`src/rtl/dbus_arbiter.sv`:
```
// rtl/dbus_arbiter.sv - MMIO/debugger arbiter sharing one external data bus
// Core MMIO loads/stores and debugger accesses are serialised with round-robin tie-break and a wait timeout.
module dbus_arbiter #(
    parameter logic [63:0] MMIO_BASE = 64'hFFFF_FFFF_0000_0000,
    parameter int          TIMEOUT   = 16
) (
    input  logic        clock,
    input  logic        reset,
    input  logic [1:0]  i_mem_load_type,
    input  logic [1:0]  i_mem_store_type,
    input  logic [63:0] i_mem_addr,
    input  logic [63:0] i_mem_wdata,
    input  logic        i_flush,
    output logic        o_stall,
    output logic        o_d_valid,
    output logic        o_d_ready,
    output logic [63:0] o_d_rdata,
    output logic        o_bus_error,
    input  logic        i_dbg_req,
    input  logic        i_dbg_we,
    input  logic [63:0] i_dbg_addr,
    input  logic [63:0] i_dbg_wdata,
    output logic        o_dbg_ack,
    output logic [63:0] o_dbg_rdata,
    output logic        o_dbg_err,
    output logic        o_bus_req_valid,
    input  logic        i_bus_req_ready,
    output logic        o_bus_we,
    output logic [1:0]  o_bus_size,
    output logic [63:0] o_bus_addr,
    output logic [63:0] o_bus_wdata,
    input  logic        i_bus_resp_valid,
    input  logic [63:0] i_bus_rdata
);

    localparam logic [2:0] S_IDLE   = 3'd0;
    localparam logic [2:0] S_C_REQ  = 3'd1;
    localparam logic [2:0] S_C_RESP = 3'd2;
    localparam logic [2:0] S_C_DONE = 3'd3;
    localparam logic [2:0] S_D_REQ  = 3'd4;
    localparam logic [2:0] S_D_RESP = 3'd5;
    localparam logic [2:0] S_D_DONE = 3'd6;

    localparam int            CW        = $clog2(TIMEOUT) + 1;
    localparam logic [CW-1:0] WAIT_LAST = CW'(TIMEOUT - 1);

    logic [2:0]    r_state;
    logic [CW-1:0] r_wait;
    logic          r_last_dbg;
    logic          r_squashed;
    logic          r_bus_we;
    logic [1:0]    r_bus_size;
    logic [63:0]   r_bus_addr;
    logic [63:0]   r_bus_wdata;
    logic          r_d_valid;
    logic          r_d_ready;
    logic [63:0]   r_d_rdata;
    logic          r_bus_error;
    logic          r_dbg_ack;
    logic [63:0]   r_dbg_rdata;
    logic          r_dbg_err;

    logic w_core_access;
    logic w_core_store;
    logic w_core_mmio;
    logic w_core_grant;
    logic w_wait_expired;
    logic w_squash;

    assign w_core_access  = (i_mem_load_type != 2'b00) || (i_mem_store_type != 2'b00);
    assign w_core_store   = (i_mem_store_type != 2'b00);
    assign w_core_mmio    = w_core_access && (i_mem_addr >= MMIO_BASE) && !i_flush;
    // On a tie the requester that did not win last time gets the bus.
    assign w_core_grant   = w_core_mmio && (!i_dbg_req || r_last_dbg);
    assign w_wait_expired = (r_wait == WAIT_LAST);
    assign w_squash       = r_squashed || i_flush;

    assign o_stall         = w_core_mmio && (r_state != S_C_DONE);
    assign o_bus_req_valid = (r_state == S_C_REQ) || (r_state == S_D_REQ);
    assign o_bus_we        = r_bus_we;
    assign o_bus_size      = r_bus_size;
    assign o_bus_addr      = r_bus_addr;
    assign o_bus_wdata     = r_bus_wdata;
    assign o_d_valid       = r_d_valid;
    assign o_d_ready       = r_d_ready;
    assign o_d_rdata       = r_d_rdata;
    assign o_bus_error     = r_bus_error;
    assign o_dbg_ack       = r_dbg_ack;
    assign o_dbg_rdata     = r_dbg_rdata;
    assign o_dbg_err       = r_dbg_err;

    always_ff @(posedge clock or posedge reset) begin
        if (reset) begin
            r_state     <= S_IDLE;
            r_wait      <= '0;
            r_last_dbg  <= 1'b1;
            r_squashed  <= 1'b0;
            r_bus_we    <= 1'b0;
            r_bus_size  <= 2'b00;
            r_bus_addr  <= '0;
            r_bus_wdata <= '0;
            r_d_valid   <= 1'b0;
            r_d_ready   <= 1'b0;
            r_d_rdata   <= '0;
            r_bus_error <= 1'b0;
            r_dbg_ack   <= 1'b0;
            r_dbg_rdata <= '0;
            r_dbg_err   <= 1'b0;
        end else begin
            r_d_valid   <= 1'b0;
            r_d_ready   <= 1'b0;
            r_bus_error <= 1'b0;
            r_dbg_ack   <= 1'b0;
            r_dbg_err   <= 1'b0;
            case (r_state)
                S_IDLE: begin
                    r_wait     <= '0;
                    r_squashed <= 1'b0;
                    if (w_core_grant) begin
                        r_state     <= S_C_REQ;
                        r_last_dbg  <= 1'b0;
                        r_bus_we    <= w_core_store;
                        r_bus_size  <= w_core_store ? i_mem_store_type : i_mem_load_type;
                        r_bus_addr  <= i_mem_addr;
                        r_bus_wdata <= i_mem_wdata;
                    end else if (i_dbg_req) begin
                        r_state     <= S_D_REQ;
                        r_last_dbg  <= 1'b1;
                        r_bus_we    <= i_dbg_we;
                        r_bus_size  <= 2'b11;
                        r_bus_addr  <= i_dbg_addr;
                        r_bus_wdata <= i_dbg_wdata;
                    end
                end
                S_C_REQ: begin
                    // An accepted request is already on the bus, so a same-cycle flush only squashes it.
                    if (i_bus_req_ready) begin
                        r_state    <= S_C_RESP;
                        r_wait     <= '0;
                        r_squashed <= i_flush;
                    end else if (i_flush) begin
                        r_state <= S_IDLE;
                        r_wait  <= '0;
                    end else if (w_wait_expired) begin
                        r_state     <= S_C_DONE;
                        r_d_rdata   <= '1;
                        r_d_valid   <= !r_bus_we;
                        r_d_ready   <= r_bus_we;
                        r_bus_error <= 1'b1;
                    end else begin
                        r_wait <= r_wait + CW'(1);
                    end
                end
                S_C_RESP: begin
                    if (i_bus_resp_valid || w_wait_expired) begin
                        r_state   <= S_C_DONE;
                        r_d_rdata <= i_bus_resp_valid ? i_bus_rdata : '1;
                        if (!w_squash) begin
                            r_d_valid   <= !r_bus_we;
                            r_d_ready   <= r_bus_we;
                            r_bus_error <= !i_bus_resp_valid;
                        end
                    end else begin
                        r_wait <= r_wait + CW'(1);
                        if (i_flush) begin
                            r_squashed <= 1'b1;
                        end
                    end
                end
                S_C_DONE: begin
                    r_state <= S_IDLE;
                end
                S_D_REQ: begin
                    if (i_bus_req_ready) begin
                        r_state <= S_D_RESP;
                        r_wait  <= '0;
                    end else if (w_wait_expired) begin
                        r_state     <= S_D_DONE;
                        r_dbg_rdata <= '1;
                        r_dbg_ack   <= 1'b1;
                        r_dbg_err   <= 1'b1;
                    end else begin
                        r_wait <= r_wait + CW'(1);
                    end
                end
                S_D_RESP: begin
                    if (i_bus_resp_valid || w_wait_expired) begin
                        r_state     <= S_D_DONE;
                        r_dbg_rdata <= i_bus_resp_valid ? i_bus_rdata : '1;
                        r_dbg_ack   <= 1'b1;
                        r_dbg_err   <= !i_bus_resp_valid;
                    end else begin
                        r_wait <= r_wait + CW'(1);
                    end
                end
                S_D_DONE: begin
                    r_state <= S_IDLE;
                end
                default: begin
                    r_state <= S_IDLE;
                end
            endcase
        end
    end

endmodule
```
`config.mk`:
```
export PLATFORM = sky130hd
export DESIGN_NAME = dbus_arbiter
export DESIGN_NICKNAME = d
export VERILOG_FILES = /design/src/rtl/dbus_arbiter.sv
export SDC_FILE = /design/constraint.sdc
export NUM_CORES = 1
export LEC_CHECK = 0
export BUFFER_PORTS_ARGS = -buffer_cell sky130_fd_sc_hd__buf_2
export CORE_AREA = 4 4 231 233
export DETAILED_ROUTE_END_ITERATION = 8
export DIE_AREA = 0 0 235 237
export PLACE_DENSITY = 0.49
export REMOVE_ABC_BUFFERS = 1
export SLEW_MARGIN = 20
export SYNTH_ARGS = -nofsm -noshare
export SYNTH_HDL_FRONTEND = slang
export SYNTH_SLANG_ARGS = --single-unit
export TNS_END_PERCENT = 30
```
`constraint.sdc`:
```
create_clock -name clock -period 9.49 [get_ports clock]
set_input_delay 0.4745 -clock clock [delete_from_list [all_inputs] [get_ports clock]]
set_output_delay 0.4745 -clock clock [all_outputs]
set_load 0.05 [all_outputs]
```
==> results.md, run 1 <==
- Mapped Area: 11,980 µm²
- Period minus WS final: 3.625 ns
- Post-detailed-routing wire length: 44.52 mm
- Static Leakage: 7.849 nW
- Worst EP arrival: 4.08 ns
- Period utilization: 0.3820
- Core area: 51,200 µm²
- CP endpoint kind: register
- CTS clk-pin slew, worst paths: 0.06 ns
- Die Y: 237 µm
- Crit Path Max Fanout: 76
- Yosys warns: 0
- Area leader, netlist: dfrtp_1
- Final hold violation count: 0
- Final Max Slew Viols: 0
- Maxcap violations: 0
- Pin count of the biggest net entering global routing: 89
- Power Density: 424.5 nW/µm²
- Reg2reg start: r_state[0]$_DFFE_PP0P_
- Vias/cell: 4.592
- Post-detailed-route count of antenna-violating nets: 0
- Grt total ovfl: 0
- Drt pass-1 iters: 4
- Die width: 235 µm
- Wire length of the first global-routing pass: 66.44 mm
- Ys flop type: dfrtp_1
- Yosys cell types: 46
- Critical Path RT: 9.95 ns
- Worst-case vdd ir drop: 0.3065 mV
- Tightest Hold Check Type: primary input to register
- Worst hold endpoint: o_d_rdata[47]$_DFFE_PP0P_
- FF-to-FF path depth: 5
- Area contributors post-synth: dfrtp_1 57%, mux2_2 16%, o32a_1 11%
- Total negative slack: 0 ns
- Hold depth: 2
- Hold path startpoint: i_bus_rdata[47]
- Flops & latches, synth: 274
- Tot GR Track Use: 0.1520
- Reg2reg setup slack: 5.87 ns
- R2r endpoint: o_bus_addr[8]$_DFFE_PP0P_
- Post-route DRC: 0
- TritonCTS buffer count: 31
- Root Buffer: clkbuf_16
- Share of cells above drive strength 1: 0.5891
- Routability cong.: 0.9009
- Hold_ws: 0.1582 ns
- Top cell type's share of synthesized area: 0.5704
- Final setup violation count: 0
- Cells after synthesis: 845
- WS Path Type: register to register
- Initial antenna violation count: 3
- RSZ-0062 raised after global routing: no
- Final core utilization: 0.3249
- CTS tree: yes
- Number of global-route vias before repair: 10,385
- Die Footprint: 55,700 µm²
- Drt wl/cell: 21.03 µm
- Number of buffers added on ports: 596
- I/O pins: 597
- Net count reported at finish: 1,746
- Hpwl dp: 33.47 mm
- Synth Area per Inst: 14.17 µm²
- Max Clock Freq: 0.2759 GHz
- Status: completed
- Setup Skew: 0.02146 ns
- Slew margin rel.: 0.3198
- Clock Tree Buf Depth: 3
- Seq/Total Area, Yosys: 0.5726
- Clk_lat worst skew: 0.57 ns
- H-Tree Depth: 1
- Synth-to-layout area growth: 38.89%
- Cell Rows: 83
- Synth async-reset ratio: 1.000
- Drt initial violations: 381
- Setup crit start kind: register
- DR vias: 9,722
- Number of synthesized flops with an enable pin: 0
- Worst slew pin tran: 1.020 ns
- Initial Util: 0.2339
- Clock Sinks: 274
## critical path: stages, from the launching register on
cell	delay (ns)
dfrtp_1	0.58
or3_1	0.52
nor2_4	0.51
buf_4	0.53
buf_4	0.83
mux2_2	0.43
## cell usage after synthesis, types with 2 or more instances
cell type,number
o21ba_2,2
o21a_1,3
o32a_1,129
nand2_1,8
o31ai_1,2
nand3_1,3
a31oi_1,4
nand2b_1,35
mux2_1,54
o21bai_1,2
a2bb2oi_1,3
mux2_2,171
ha_1,3
nor2_1,10
buf_1,5
or3b_2,2
clkbuf_1,42
a211oi_1,4
and3_1,2
inv_1,12
a21oi_1,12
nor2b_1,3
buf_4,6
buf_2,16
a22o_1,2
or3_1,3
buf_6,7
o21ai_0,4
nand4_1,6
mux2i_1,2
dfrtp_1,273
## layer usage
| layer | GRT usage | vias to the layer above | share of wire |
|---|---|---|---|
| li1 | - | 4371 | - |
| met1 | 0.1741 | 4825 | 0.38 |
| met2 | 0.2535 | 451 | 0.47 |
| met3 | 0.05707 | 71 | 0.097 |
| met4 | 0.06892 | 4 | 0.049 |
| met5 | 0 | - | 0.00047 |
## where the power goes
| part | internal (mW) | switching [mW] | leakage, nW |
|---|---|---|---|
| clock | 0.736 | 0.483 | 0.522 |
| combinational | 0.972 | 2.82 | 4.03 |
| sequential | 1.74 | 0.314 | 3.30 |
## state kept, by name, summed over array words and instances (netlist names)
signal / flops
o_bus_addr: 64
o_bus_error: 1
o_bus_size: 2
o_bus_wdata: 64
o_bus_we: 1
o_d_rdata: 64
o_d_ready: 1
o_d_valid: 1
o_dbg_ack: 1
o_dbg_err: 1
o_dbg_rdata: 64
r_last_dbg: 1
r_squashed: 1
r_state: 3
r_wait: 5
## worst max path at each step
| stage | start | to | slack, ns | cells after the start |
|---|---|---|---|---|
| floorplan | reset | o_bus_addr[0]$_DFFE_PP0P_ | 1.47 | 1 |
| global placement | i_mem_addr[58] | o_bus_wdata[31]$_DFFE_PP0P_ | 5.52 | 8 |
| detailed placement | i_flush | o_bus_addr[8]$_DFFE_PP0P_ | 5.47 | 8 |
| CTS | r_state[0]$_DFFE_PP0P_ | o_bus_addr[8]$_DFFE_PP0P_ | 5.76 | 5 |
| global route | r_state[0]$_DFFE_PP0P_ | o_bus_wdata[44]$_DFFE_PP0P_ | 5.61 | 5 |
| finish | r_state[0]$_DFFE_PP0P_ | o_bus_addr[8]$_DFFE_PP0P_ | 5.87 | 5 |
## cell families (layout without fill, tap and decap cells)
| family | count (synthesis) | count (layout) | synth area share |
|---|---|---|---|
| XOR/XNOR | 1 | 1 | 0.0007314 |
| other | 0 | 1 | 0 |
| adder cells (fa/ha/maj) | 3 | 3 | 0.003134 |
| AND/OR/NAND/NOR | 80 | 80 | 0.04033 |
| AO/OA/AOI/OAI | 172 | 172 | 0.1345 |
| flip-flops | 274 | 274 | 0.5726 |
| buffers and inverters | 88 | 679 | 0.03552 |
| multiplexers | 227 | 227 | 0.2132 |
## repair_timing
item,CTS,global route
endpoints found under the hold margin,63,0
setup buffers,0,0
gates resized for setup,0,0
hold buffers,1,0
## stage by stage
step | setup WS, ns | std cells | total power, mW | cell area (µm²)
floorplan | 1.465 | 769 | 4.846 | 11600
global placement | 5.521 | 2058 | 5.876 | 15570
detailed placement | 5.465 | 2058 | 5.919 | 15570
CTS | 5.764 | 2116 | 7.181 | 16630
global route | 5.605 | 2117 | 7.407 | 16630
finish | 5.865 | 2117 | 7.062 | 16630
## cell type report
class / count / area, µm²
fill: 5156 / 34560
sequential: 274 / 6858
multi-input combinational: 483 / 4723
timing repair buffer: 610 / 3090
clock buffer: 46 / 942.2
tap: 680 / 850.8
clock inverter: 11 / 113.9
inverter: 12 / 53.80
antenna: 1 / 2.502
## placed cells by master (no fill, tap or decap), types with 2 or more instances in the layout
| master | n |
|---|---|
| nand2b_1 | 35 |
| clkbuf_8 | 11 |
| a211oi_1 | 4 |
| mux2_2 | 171 |
| nor2_1 | 9 |
| or3_1 | 3 |
| buf_2 | 596 |
| o32a_1 | 129 |
| a2bb2oi_1 | 3 |
| buf_4 | 13 |
| a21oi_1 | 11 |
| clkbuf_1 | 4 |
| clkinv_2 | 7 |
| nand3_1 | 3 |
| o21ai_0 | 4 |
| bufinv_16 | 2 |
| ha_1 | 3 |
| o21bai_1 | 2 |
| nand2_1 | 8 |
| o21a_1 | 3 |
| inv_1 | 10 |
| or3b_2 | 2 |
| nand4_1 | 6 |
| mux2_1 | 54 |
| a31oi_1 | 4 |
| clkbuf_16 | 31 |
| o31ai_1 | 2 |
| dfrtp_1 | 273 |
| nor2b_1 | 3 |
| clkinvlp_4 | 2 |
| o21ba_2 | 2 |
| and3_1 | 2 |
| mux2i_1 | 2 |
| a22o_1 | 2 |
No activity file was read; power rests on OpenSTA's default activity.
==> run 2, diff against run 1 <==
==> constraint.sdc (replaced) <==
create_clock -name clock -period 3.7 [get_ports clock]
set_input_delay 0.185 -clock clock [delete_from_list [all_inputs] [get_ports clock]]
set_output_delay 0.185 -clock clock [all_outputs]
set_load 0.05 [all_outputs]
==> run 2 against run 1 <==
Wire length increased by 9.1%. Clock-buffer cell count increased by 2. Critical path type is now primary input to register. Critical endpoint is now o_bus_wdata[42]$_DFFE_PP0P_. First-iteration DRC count is 12% higher.
==> results.md, run 2 (same netlist as run 1, synthesis figures left out) <==
- Die Footprint: 55,700 µm²
- Setup Skew: 0.03083 ns
- Crit Path Max Fanout: 47
- RSZ-0062 raised after global routing: no
- CTS clk-pin slew, worst paths: 0.06 ns
- Share of cells above drive strength 1: 0.4893
- Worst-case vdd ir drop: 0.7531 mV
- Post-detailed-routing wire length: 48.56 mm
- Pin count of the biggest net entering global routing: 103
- Drt initial violations: 428
- Static Leakage: 9.053 nW
- Max Clock Freq: 0.3045 GHz
- Setup Buffers After CTS: 0
- Number of buffers added on ports: 596
- Fillers: 4,922
- Number of global-route vias before repair: 11,831
- Net count reported at finish: 2,037
- Fin area: 19,540 µm²
- Reg2reg start: r_last_dbg$_DFFE_PP1P_
- Cell Count, Final, Fillers Out: 2,406
- CTS tree: yes
- Vias/cell: 4.526
- Critical Path RT: 4.14 ns
- Hpwl dp: 34.16 mm
- Grt total ovfl: 0
- DR vias: 10,890
- Root Buffer: clkbuf_16
- Dpl cell area: 15,630 µm²
- Post-route DRC: 0
- Cell Rows: 83
- Placed Cells: 2,061
- Setup WS post-layout: 0.4164 ns
- CP endpoint kind: register
- Tot GR Track Use: 0.1674
- Clock Sinks: 274
- Commonest non-fill, non-tap cell in the layout: buf_2
- Drt wl/cell: 20.18 µm
- I/O pins: 597
- Period minus WS final: 3.284 ns
- Die width: 235 µm
- Initial Util: 0.2339
- Tightest Hold Check Type: primary input to register
- Status: completed
- Pre-CTS setup slack: 0.7406 ns
- WS Path Type: primary input to register
- Post-detailed-route count of antenna-violating nets: 0
- Clock Tree Buf Depth: 3
- Worst EP arrival: 3.72 ns
- Slew margin rel.: 0.4263
- Clk_lat worst skew: 0.58 ns
- Worst slew pin tran: 0.8605 ns
- Final setup violation count: 0
- Maxcap violations: 0
- H-Tree Depth: 1
- TritonCTS buffer count: 31
- Hold_ws: 0.04393 ns
- Core area: 51,200 µm²
- CP endpoint: o_bus_wdata[42]$_DFFE_PP0P_
- Commonest non-fill, non-tap cells in the layout: 596 x buf_2, 288 x dlygate4sd3_1, 273 x dfrtp_1
- Routability cong.: 0.9117
- Initial antenna violation count: 2
- FF-to-FF path depth: 6
- CP Launch Point: i_flush
- Drt pass-1 iters: 4
- Final Max Slew Viols: 0
- Setup crit start kind: primary input
- Reg2reg setup slack: 0.62 ns
- Final hold violation count: 0
- Wire length of the first global-routing pass: 73.81 mm
- Tot Pwr: 18.33 mW
- R2r endpoint: o_bus_wdata[17]$_DFFE_PP0P_
- Period utilization: 0.8875
- Synth-to-layout area growth: 63.13%
- Power Density: 938.0 nW/µm²
- Die Y: 237 µm
==> run 2: how the worst min path moves through the flow <==
stage,start,end,cells after the start
after CTS,i_dbg_wdata[35],o_bus_wdata[35]$_DFFE_PP0P_,3
after global routing,i_mem_wdata[31],o_bus_wdata[31]$_DFFE_PP0P_,3
after global placement,reset,o_dbg_rdata[54]$_DFFE_PP0P_,2
after detailed placement,reset,o_dbg_rdata[54]$_DFFE_PP0P_,2
after floorplan,i_flush,r_squashed$_DFFE_PP0P_,2
final,i_mem_wdata[31],o_bus_wdata[31]$_DFFE_PP0P_,3
==> run 2: timing repair <==
item	in CTS	in global routing
gates resized for setup	0	0
hold endpoints to repair	355	0
hold buffers	288	0
==> run 2: routing by layer <==
metal | wire length [µm] | vias to the layer above | track usage
li1 | - | 4957 | -
met1 | 18360 | 5387 | 0.1934
met2 | 23480 | 464 | 0.2826
met3 | 4272 | 78 | 0.05963
met4 | 2423 | 4 | 0.06982
met5 | 23 | - | 0
==> run 2: layout make-up <==
class,count,area [µm²],area share
timing repair buffer,901,6051,0.3097
sequential,274,6858,0.3510
clock buffer,48,929.6,0.04758
multi-input combinational,483,4723,0.2418
tap,680,850.8,0.04355
inverter,12,53.80,0.002754
clock inverter,7,68.82,0.003522
antenna,1,2.502,0.0001281
==> run 2: critical path, cell delays in order <==
cell	delay [ns]
dlygate4sd3_1	0.53
buf_2	0.15
nand4b_1	0.21
nor4_4	0.33
o2111ai_4	0.39
buf_16	0.30
buf_4	0.32
mux2_1	0.39
dlygate4sd3_1	0.58
mux2_2	0.27
==> run 2: stage by stage <==
step,TNS [ns],utilization
after floorplan,-1580.86,-
after global placement,0,0.3052
final,0,0.3816
after detailed placement,0,0.3052
after CTS,0,0.3810
after global routing,0,0.3816
==> run 2: power breakdown <==
part           switching, mW  total, mW  internal [mW]
clock network           1.25       3.03           1.78
registers              0.821       5.28           4.46
logic                   7.31       10.0           2.70
total                   9.38       18.3           8.95
==> run 3, diff against run 2 <==
--- a/config.mk
+++ b/config.mk
@@ -6,10 +6,10 @@
 export NUM_CORES = 1
 export LEC_CHECK = 0
 export BUFFER_PORTS_ARGS = -buffer_cell sky130_fd_sc_hd__buf_2
-export CORE_AREA = 4 4 231 233
+export CORE_AREA = 4 4 229 231
 export DETAILED_ROUTE_END_ITERATION = 8
-export DIE_AREA = 0 0 235 237
-export PLACE_DENSITY = 0.49
+export DIE_AREA = 0 0 233 235
+export PLACE_DENSITY = 0.5
 export REMOVE_ABC_BUFFERS = 1
 export SLEW_MARGIN = 20
 export SYNTH_ARGS = -nofsm -noshare
==> run 3 against run 2 <==
Clock power rose by 12%. Cell count fell by 1.5%. Total power rose by 2.1%. Critical path depth did not move. Non-clock buffer count fell by 33.
==> results.md, run 3 (same netlist as run 1, synthesis figures left out) <==
- DR vias: 10,708
- H-Tree Depth: 2
- CP endpoint kind: register
- Fin area: 19,380 µm²
- Initial antenna violation count: 2
- Die width: 233 µm
- Power Density: 965.7 nW/µm²
- Crit-path cells: dlygate4sd3_1, buf_2, nand4b_1, nor4_4, o2111ai_4, buf_16, buf_4, mux2_1, dlygate4sd3_1, mux2_2
- Routability cong.: 0.7889
- Setup crit start kind: primary input
- CTS clk-pin slew, worst paths: 0.06 ns
- Net count reported at finish: 2,007
- Reg2reg start: r_state[0]$_DFFE_PP0P_
- Placed Cells: 2,066
- Status: completed
- Worst slew pin tran: 0.9554 ns
- CP endpoint: o_bus_addr[26]$_DFFE_PP0P_
- Period minus WS final: 3.062 ns
- Post-route DRC: 0
- Max Clock Freq: 0.3265 GHz
- Post-CTS Resized: 0
- Register area: 6858 µm²
- CP Launch Point: i_flush
- CTS tree: yes
- Post-detailed-routing wire length: 47.66 mm
- Commonest non-fill, non-tap cells in the layout: 596 x buf_2, 273 x dfrtp_1, 243 x dlygate4sd3_1
- R2r endpoint: o_bus_wdata[62]$_DFFE_PP0P_
- Int Pwr: 9.287 mW
- CP max-delay cell: dlygate4sd3_1
- Core area: 50,070 µm²
- I/O pins: 597
- Initial Util: 0.2392
- Switching Share: 0.5037
- Pin count of the biggest net entering global routing: 92
- Reg2reg setup slack: 0.95 ns
- Dpl cell area: 15,800 µm²
- WS Path Type: primary input to register
- Die Y: 235 µm
- Number of global-route vias before repair: 11,858
- Multi-input gate area: 4723 µm²
- TritonCTS buffer count: 34
- Final Max Slew Viols: 0
- Setup Skew: 0.006655 ns
- Final hold violation count: 0
- Share of cells above drive strength 1: 0.5083
- Pre-CTS setup slack: 0.8775 ns
- Final setup violation count: 0
- Period utilization: 0.8277
- Tot Pwr: 18.71 mW
- Sequential share of power: 0.282
- RSZ-0062 raised after global routing: no
- Grt total ovfl: 0
- Critical Path RT: 4.10 ns
- Worst-case vdd ir drop: 0.7156 mV
- Synth-to-layout area growth: 61.78%
- Number of buffers added on ports: 596
- Worst EP arrival: 3.46 ns
- Drt wl/cell: 20.12 µm
- Setup WS post-layout: 0.6375 ns
- FF-to-FF path depth: 4
- Crit path top cell by count: dlygate4sd3_1
- Drt pass-1 iters: 4
- Clock Sinks: 274
- Tot GR Track Use: 0.1660
- Clk_lat worst skew: 0.52 ns
- Crit path buf inv count: 5
- Tightest Hold Check Type: primary input to register
- Critical path depth: 10
- Clock Tree Buf Depth: 3
- Critical path's top delay family: buffers and inverters
- Hold_ws: 0.03813 ns
- Die Footprint: 54,760 µm²
- Hpwl dp: 33.55 mm
- Wire length of the first global-routing pass: 71.10 mm
- Drt initial violations: 382
- Fillers: 4,905
- Post-detailed-route count of antenna-violating nets: 0
- Worst stage delay on the critical path: 0.56 ns
- Crit Path Max Fanout: 24
- Root Buffer: clkbuf_16
- Clock network power share: 0.182
- Commonest non-fill, non-tap cell in the layout: buf_2
- Static Leakage: 9.022 nW
- Vias/cell: 4.520
- Maxcap violations: 0
- Slew margin rel.: 0.3616
- Gate power share: 0.536
- Sw Pwr: 9.424 mW
- Cell Count, Final, Fillers Out: 2,369
- Cell Rows: 82
run 3: changes by cell type in the layout (fill, tap and decap cells not counted), moves of 2 or more:
cell | previous run | this run
clkbuf_8 | 9 | 7
buf_12 | 3 | 8
buf_4 | 13 | 20
dlygate4sd3_1 | 288 | 243
clkinv_2 | 4 | 6
clkbuf_1 | 8 | 6
clkbuf_16 | 31 | 37
run 3: layer usage:
layer / part of all wire / vias up / GRT usage / wire length, µm
met1: 0.38 / 5292 / 0.1861 / 18340
met2: 0.48 / 459 / 0.2859 / 22930
met4: 0.041 / 2 / 0.06557 / 1938
li1: - / 4883 / - / -
met5: 0.00029 / - / 0 / 14
met3: 0.093 / 72 / 0.06044 / 4430
run 3: final cells by class:
class,count,share of cell area
clock inverters,9,0.005166
flip-flops and latches,274,0.3539
repair buffers,868,0.2969
diodes,1,0.0001291
multi-input cells,483,0.2438
well taps,672,0.04339
inverters,12,0.002777
clock buffers,50,0.05392
run 3: timing repair:
action | CTS | global route
buffers inserted | 0 | 0
hold endpoints to repair | 325 | 0
hold buffers | 243 | 0
run 3: power groups by stage:
stage / Combinational [mW] / Clock, mW / Sequential, mW
after floorplan: 2.15 / 0 / 10.3
after global placement: 9.89 / 0 / 5.27
after detailed placement: 9.93 / 0 / 5.31
after CTS: 10.1 / 3.53 / 5.29
after global routing: 10.5 / 3.65 / 5.47
final: 10.0 / 3.40 / 5.29
run 3: worst min path at each step:
stage	start	end	slack (ns)	cells after the start
2_1_floorplan	i_flush	r_squashed$_DFFE_PP0P_	0.34	2
3_3_place_gp	reset	o_bus_addr[14]$_DFFE_PP0P_	0.37	2
3_5_place_dp	reset	o_bus_wdata[22]$_DFFE_PP0P_	0.37	2
4_1_cts	i_mem_wdata[14]	o_bus_wdata[14]$_DFFE_PP0P_	0.0004	3
5_1_grt	i_dbg_wdata[0]	o_bus_wdata[0]$_DFFE_PP0P_	0.01	3
6_report	i_bus_req_ready	r_state[1]$_DFFE_PP0P_	0.04	3
run 3: through the flow:
stage               setup TNS [ns]  utilization
floorplan                 -1580.86            -
global placement                 0       0.3149
detailed placement               0       0.3155
CTS                              0       0.3869
global route                     0       0.3870
finish                           0       0.3870
run 3: worst reg2reg max path, delay by kind of cell (launching register included):
family                 cells  cell delay [ns]
buffers and inverters      1             0.37
DFF                        1             0.58
muxes                      1             0.37
and+or+nand+nor            2             1.31
